<file path="src/rtl/uart_pkg.sv">
// uart_pkg: shared UART receiver state encoding and default frame parameters
// Contents: rx_state_t (IDLE, START, DATA, PARITY, STOP), UART_DATA_WIDTH, UART_CLKS_PER_BIT
package uart_pkg;
  typedef enum logic [2:0] {IDLE, START, DATA, PARITY, STOP} rx_state_t;
  localparam int UART_DATA_WIDTH = 8;
  localparam int UART_CLKS_PER_BIT = 16;
endpackage

</file>
<file path="src/rtl/uart_rx_if.sv">
// uart_rx_if: line input and host-side outputs of the UART receiver
// Signals: rx (serial line in), dout/valid (received word + strobe), frame_err, busy,
//          parity_err only when UART_RX_PARITY_EN is defined
// Modports: master = receiver side, slave = line driver / host consumer side
interface uart_rx_if import uart_pkg::*; #(
  parameter int DATA_WIDTH = UART_DATA_WIDTH
);
  logic rx;
  logic [DATA_WIDTH-1:0] dout;
  logic valid;
  logic frame_err;
  logic busy;
`ifdef UART_RX_PARITY_EN
  logic parity_err;
  modport master (input rx, output dout, valid, frame_err, busy, parity_err);
  modport slave (output rx, input dout, valid, frame_err, busy, parity_err);
`else
  modport master (input rx, output dout, valid, frame_err, busy);
  modport slave (output rx, input dout, valid, frame_err, busy);
`endif
endinterface

</file>
<file path="src/rtl/sync2.sv">
// sync2: two-flop synchronizer for an asynchronous single-bit input
// Ports: clk, reset (async active-high), d (async in), q (synchronized out)
// RESET_VAL sets the value both flops take during reset
module sync2 #(
  parameter logic RESET_VAL = 1'b1
) (
  input  logic clk,
  input  logic reset,
  input  logic d,
  output logic q
);
  logic m;
  always_ff @(posedge clk or posedge reset)
    if (reset) {q, m} <= {2{RESET_VAL}};
    else {q, m} <= {m, d};
endmodule

</file>
<file path="src/rtl/uart_rx.sv">
// uart_rx: UART receiver, mid-bit sampling, LSB-first, one-cycle valid/frame_err strobes
// Ports: clk, reset (async active-high), bus (uart_rx_if.master: rx in; dout, valid,
//        frame_err, busy out; parity_err out with UART_RX_PARITY_EN)
// Macro UART_RX_PARITY_EN adds an even-parity bit after the data bits
module uart_rx import uart_pkg::*; #(
  parameter int DATA_WIDTH = UART_DATA_WIDTH,
  parameter int CLKS_PER_BIT = UART_CLKS_PER_BIT
) (
  input logic clk,
  input logic reset,
  uart_rx_if.master bus
);
  localparam int CW = $clog2(CLKS_PER_BIT);
  localparam int IW = $clog2(DATA_WIDTH);
  localparam logic [CW-1:0] HALF_M1 = CW'(CLKS_PER_BIT / 2 - 1);
  localparam logic [CW-1:0] FULL_M1 = CW'(CLKS_PER_BIT - 1);
  localparam logic [IW-1:0] LAST_IDX = IW'(DATA_WIDTH - 1);
`ifdef UART_RX_PARITY_EN
  localparam rx_state_t AFTER_DATA = PARITY;
`else
  localparam rx_state_t AFTER_DATA = STOP;
`endif
  rx_state_t state_q, state_d;
  logic [CW-1:0] cnt_q, cnt_d;
  logic [IW-1:0] idx_q, idx_d;
  logic [DATA_WIDTH-1:0] sh_q, sh_d, dout_q, dout_d;
  logic valid_q, valid_d, ferr_q, ferr_d, rx_s, rx_d, bit_end;
  sync2 #(.RESET_VAL(1'b1)) u_sync (.clk(clk), .reset(reset), .d(bus.rx), .q(rx_s));
  assign bit_end = cnt_q == FULL_M1;
  assign bus.dout = dout_q;
  assign bus.valid = valid_q;
  assign bus.frame_err = ferr_q;
  assign bus.busy = state_q != IDLE;
`ifdef UART_RX_PARITY_EN
  logic par_q, par_d, perr_q, perr_d;
  assign bus.parity_err = perr_q;
  always_ff @(posedge clk or posedge reset)
    if (reset) {par_q, perr_q} <= 2'b00;
    else {par_q, perr_q} <= {par_d, perr_d};
`endif
  always_ff @(posedge clk or posedge reset)
    if (reset) begin
      state_q <= IDLE;
      cnt_q <= '0;
      idx_q <= '0;
      sh_q <= '0;
      dout_q <= '0;
      valid_q <= 1'b0;
      ferr_q <= 1'b0;
      rx_d <= 1'b1;
    end else begin
      state_q <= state_d;
      cnt_q <= cnt_d;
      idx_q <= idx_d;
      sh_q <= sh_d;
      dout_q <= dout_d;
      valid_q <= valid_d;
      ferr_q <= ferr_d;
      rx_d <= rx_s;
    end
  always_comb begin
    state_d = state_q;
    cnt_d = cnt_q + 1'b1;
    idx_d = idx_q;
    sh_d = sh_q;
    dout_d = dout_q;
    valid_d = 1'b0;
    ferr_d = 1'b0;
`ifdef UART_RX_PARITY_EN
    par_d = par_q;
    perr_d = 1'b0;
`endif
    case (state_q)
      IDLE: begin
        cnt_d = '0;
        // only a high-to-low transition starts a frame, so a held-low line never retriggers
        if (rx_d && !rx_s) state_d = START;
      end
      START: if (cnt_q == HALF_M1) begin
        cnt_d = '0;
        idx_d = '0;
        state_d = rx_s ? IDLE : DATA;
      end
      DATA: if (bit_end) begin
        cnt_d = '0;
        sh_d = {rx_s, sh_q[DATA_WIDTH-1:1]};
        idx_d = idx_q + 1'b1;
        if (idx_q == LAST_IDX) state_d = AFTER_DATA;
      end
`ifdef UART_RX_PARITY_EN
      PARITY: if (bit_end) begin
        cnt_d = '0;
        par_d = ^{sh_q, rx_s};
        state_d = STOP;
      end
`endif
      STOP: if (bit_end) begin
        // returning to IDLE mid-stop-bit lets a back-to-back start edge be caught
        cnt_d = '0;
        state_d = IDLE;
        if (rx_s) begin
          dout_d = sh_q;
          valid_d = 1'b1;
`ifdef UART_RX_PARITY_EN
          perr_d = par_q;
`endif
        end else ferr_d = 1'b1;
      end
      default: state_d = IDLE;
    endcase
  end
endmodule

</file>
<file path="src/flat_wrapper.sv">
// flat-port wrapper written by rule: the top's interface ports become plain ports
module uart_rx_flat import uart_pkg::*;
#(
  parameter int DATA_WIDTH = UART_DATA_WIDTH,
  parameter int CLKS_PER_BIT = UART_CLKS_PER_BIT
)
  (clk, reset, bus_rx, bus_dout, bus_valid, bus_frame_err, bus_busy);
  uart_rx_if #(.DATA_WIDTH(DATA_WIDTH)) bus_i ();
  input logic clk;
  input logic reset;
  input wire logic [$bits(bus_i.rx)-1:0] bus_rx;
  output wire logic [$bits(bus_i.dout)-1:0] bus_dout;
  output wire logic [$bits(bus_i.valid)-1:0] bus_valid;
  output wire logic [$bits(bus_i.frame_err)-1:0] bus_frame_err;
  output wire logic [$bits(bus_i.busy)-1:0] bus_busy;
  assign bus_i.rx = bus_rx;
  assign bus_dout = bus_i.dout;
  assign bus_valid = bus_i.valid;
  assign bus_frame_err = bus_i.frame_err;
  assign bus_busy = bus_i.busy;
  uart_rx #(.DATA_WIDTH(DATA_WIDTH), .CLKS_PER_BIT(CLKS_PER_BIT)) u_core (.clk(clk), .reset(reset), .bus(bus_i));
endmodule
</file>
<file path="config.mk">
export PLATFORM = sky130hd
export DESIGN_NAME = uart_rx_flat
export DESIGN_NICKNAME = d
export VERILOG_FILES = /design/src/rtl/uart_pkg.sv /design/src/rtl/uart_rx_if.sv /design/src/rtl/sync2.sv /design/src/rtl/uart_rx.sv /design/src/flat_wrapper.sv
export SDC_FILE = /design/constraint.sdc
export NUM_CORES = 1
export LEC_CHECK = 0
export ABC_AREA = 1
export CAP_MARGIN = 20
export CORE_MARGIN = 4
export CORE_UTILIZATION = 25
export DETAILED_ROUTE_END_ITERATION = 10
export PLACE_DENSITY = 0.45
export SKIP_CTS_REPAIR_TIMING = 1
export SLEW_MARGIN = 20
export SYNTH_ARGS = -nofsm -noshare
export SYNTH_HDL_FRONTEND = slang
export SYNTH_SLANG_ARGS = --single-unit
</file>
<file path="constraint.sdc">
create_clock -name clk -period 1.9 [get_ports clk]
set_clock_uncertainty 0.1 [all_clocks]
set_input_delay 0.475 -clock clk [delete_from_list [all_inputs] [get_ports clk]]
set_output_delay 0.475 -clock clk [all_outputs]
set_load 0.01 [all_outputs]
</file>
==> impl_metrics.tcl, run 1 <==
set metrics [dict create \
    routed_wl_microns 2510 \
    syn_area_sq_mm 0.00138 \
    crit_fanout 2 \
    syn_avg_cell_area_sq_um 9.59 \
    end_kind "output pin" \
    n_fill_cell 550 \
    fmax_ghz 0.564 \
    coreArea_sq_mm 0.00524 \
    final_core_util 0.333 \
    yosys_warnings 0 \
    rows 26 \
    switchingPower_w 0.000601 \
    p_comb_frac 0.291 \
    wl_met2_microns 1220 \
    yosysUniqueCellTypes 22 \
    ir_drop_uv 402 \
    cp-start-kind "flip-flop" \
    cts_sinks 31 \
    dr_wl_met3_microns 100 \
    synthCells 144 \
    r2r-start "u_core.cnt_q[0]$_DFF_PP0_" \
    power.share.clock 0.284 \
    min_period_over_period 0.932 \
    yosysSeqAreaShare 0.564 \
    drt_pass1_iterations 4 \
    crit_start "u_core.state_q[1]$_DFFE_PP0P_" \
    period_minus_slack_ns 1.77 \
    drt_iter0_drc 28 \
    yosys-top-cells-area "dfrtp_1 (51%), nand2_1 (9.5%), inv_1 (6.0%)" \
    antenna_found_initial 0 \
    yosysTopAreaCell "dfrtp_1" \
    r2r.worst_path.cells 7 \
    dr.max_layer_used "met4" \
    worstPathRequired_ns 1.32 \
    synthesis.nets 150 \
    ff_latch_area_sq_um 779 \
    switching_share 0.324 \
    cts_buffer_depth 2 \
    maxSlewViolCount 0 \
    gr-usage-all-layers 0.0934 \
    grt_overflow 0 \
    p_per_area_mw_per_mm2 1060 \
    hp-class "flip-flop to flip-flop" \
    netlist.area_leader.share 0.507 \
    grt_pass1_vias 1060 \
    slew_headroom 0.821 \
    antenna_cells 0 \
    seq_power_share 0.425 \
    clkSlewWorstSetupHoldPaths_ns 0.06 \
    vias 964 \
    final-setup-viol-count 0 \
    crit_end "bus_busy" \
    worstReg2RegEnd "u_core.sh_q[2]$_DFFE_PP0P_" \
    drc_errors 0 \
    clk_root_buffer_cell "clkbuf_8" \
    viasPerCell 4.03 \
    htreeDepth 2 \
    wl_per_cell_microns 10.5 \
    worst_pin_slew_ns 0.268 \
    dieHeight_microns 82.3 \
    post-dp-hpwl_microns 1840 \
    power_w 0.00185 \
    routedLengthMet1_microns 1160 \
    drive_gt1_frac 0.243 \
    maxCapViolCount 0 \
    portBuffers 13 \
    multi_input_area_sq_um 479 \
    die_x_microns 82.3 \
    die-area_sq_mm 0.00678 \
    tritoncts "done" \
    finalHoldViolCount 0 \
    synthToLayoutAreaGrowth_pct 26.4 \
    arrival_ns 1.20 \
    ios 14 \
    grt_max_degree 32 \
    cts_buffers 5 \
    ant_nets 0 \
    place_congestion 0.704 \
    crit_type "flip-flop to output pin" \
    final_nets 174 \
    grt_pass1_wl_microns 4750 \
    clock_latency_ns 0.28 \
    rsz0062_at_grt "no" \
    ff2ff_setup_slack_ns 0.31 \
    intPower_w 0.00125 \
    leakage_nw 0.842 \
    start_util 0.264 \
    synth_seq_cells 31 \
    outcome "completed" \
]
==> metal layers <==
metal,GRT usage,vias up
li1,-,496
met1,0.110,453
met2,0.154,13
met3,0.0358,2
met4,0.0349,0
met5,0,-
==> cell type report <==
class                      instances  share of cell area
multi-input combinational         84               0.275
sequential                        31               0.447
timing repair buffer              20               0.120
clock buffer                       7              0.0495
clock inverter                     1             0.00287
tap                               70              0.0502
inverter                          26              0.0559
==> registers in the layout, summed over array words and instances (netlist names) <==
name	cells
u_core.rx_d	1
u_core.bus.frame_err	1
u_core.cnt_q	4
u_core.bus.valid	1
u_core.bus.dout	8
u_core.u_sync.m	1
u_core.state_q	3
u_core.sh_q	8
u_core.u_sync.q	1
u_core.idx_q	3
==> kinds of logic (layout without fill, tap and decap cells) <==
kind of cell	count (synthesis)	after routing	share of synthesized area
AND/OR/NAND/NOR	63	63	0.227
buffers and inverters	29	54	0.0906
flip-flops	31	31	0.564
adder cells (fa/ha/maj)	3	3	0.0272
AO/OA/AOI/OAI	18	18	0.0906
==> layout by cell type (no fill, tap or decap), drive strengths merged, types with 2 or more instances in the layout <==
cell	instances
nand3	10
buf	7
nor3	2
dfrtp	28
clkbuf	7
ha	3
o21ai	17
inv	26
nor2	7
dfstp	3
nand2	39
clkdlybuf4s50	12
nand4	4
==> worst min-delay path by stage <==
stage	slack [ns]	end	cells past startpoint	startpoint
floorplan	0.25	u_core.u_sync.q$_DFF_PP1_	0	u_core.u_sync.m$_DFF_PP1_
global route	0.26	u_core.u_sync.q$_DFF_PP1_	0	u_core.u_sync.m$_DFF_PP1_
global placement	0.25	u_core.u_sync.q$_DFF_PP1_	0	u_core.u_sync.m$_DFF_PP1_
detailed placement	0.25	u_core.u_sync.q$_DFF_PP1_	0	u_core.u_sync.m$_DFF_PP1_
CTS	0.26	u_core.u_sync.q$_DFF_PP1_	0	u_core.u_sync.m$_DFF_PP1_
finish	0.26	u_core.u_sync.q$_DFF_PP1_	0	u_core.u_sync.m$_DFF_PP1_
==> worst max-delay path, stage by stage, from the launching register on <==
cell            delay, ns
dfrtp_1              0.40
nor2_2               0.14
inv_1                0.08
nor2_2               0.10
inv_1                0.05
dlymetal6s2s_1       0.16
==> cells in the mapped netlist (all sizes together) <==
cell type,count
a31oi,1
and2,1
buf,3
dfrtp,28
dfstp,3
ha,3
inv,26
nand2,39
nand3,10
nand4,4
nor2,7
nor3,2
o21ai,17
==> power by group through the flow <==
stage               sequential, W  combinational, W  clock, W
finish                   0.000788          0.000540  0.000526
global route             0.000795          0.000626  0.000585
CTS                      0.000789          0.000523  0.000551
detailed placement       0.000801          0.000521         0
global placement         0.000793          0.000505         0
floorplan                0.000789          0.000354         0
==> stage by stage <==
stage | cell area [sq um] | instances | worst slack (ns) | setup TNS (ns) | hold slack (ns)
2_1_floorplan | 1380 | 144 | 0.483 | 0 | 0.245
3_3_place_gp | 1630 | 229 | 0.160 | 0 | 0.247
3_5_place_dp | 1630 | 229 | 0.0756 | 0 | 0.247
4_1_cts | 1730 | 237 | -0.243 | -0.243 | 0.258
5_1_grt | 1750 | 239 | 0.0590 | 0 | 0.263
6_report | 1750 | 239 | 0.128 | 0 | 0.257
Note: power is estimated with default switching activity, not from simulation.
==> run 2, diff against run 1 <==
--- a/config.mk
+++ b/config.mk
@@ -16,3 +16,4 @@
 export SYNTH_ARGS = -nofsm -noshare
 export SYNTH_HDL_FRONTEND = slang
 export SYNTH_SLANG_ARGS = --single-unit
+export TNS_END_PERCENT = 100
==> results of run 2 <==
Final layout, timing and power as in run 1 (identical DEF).
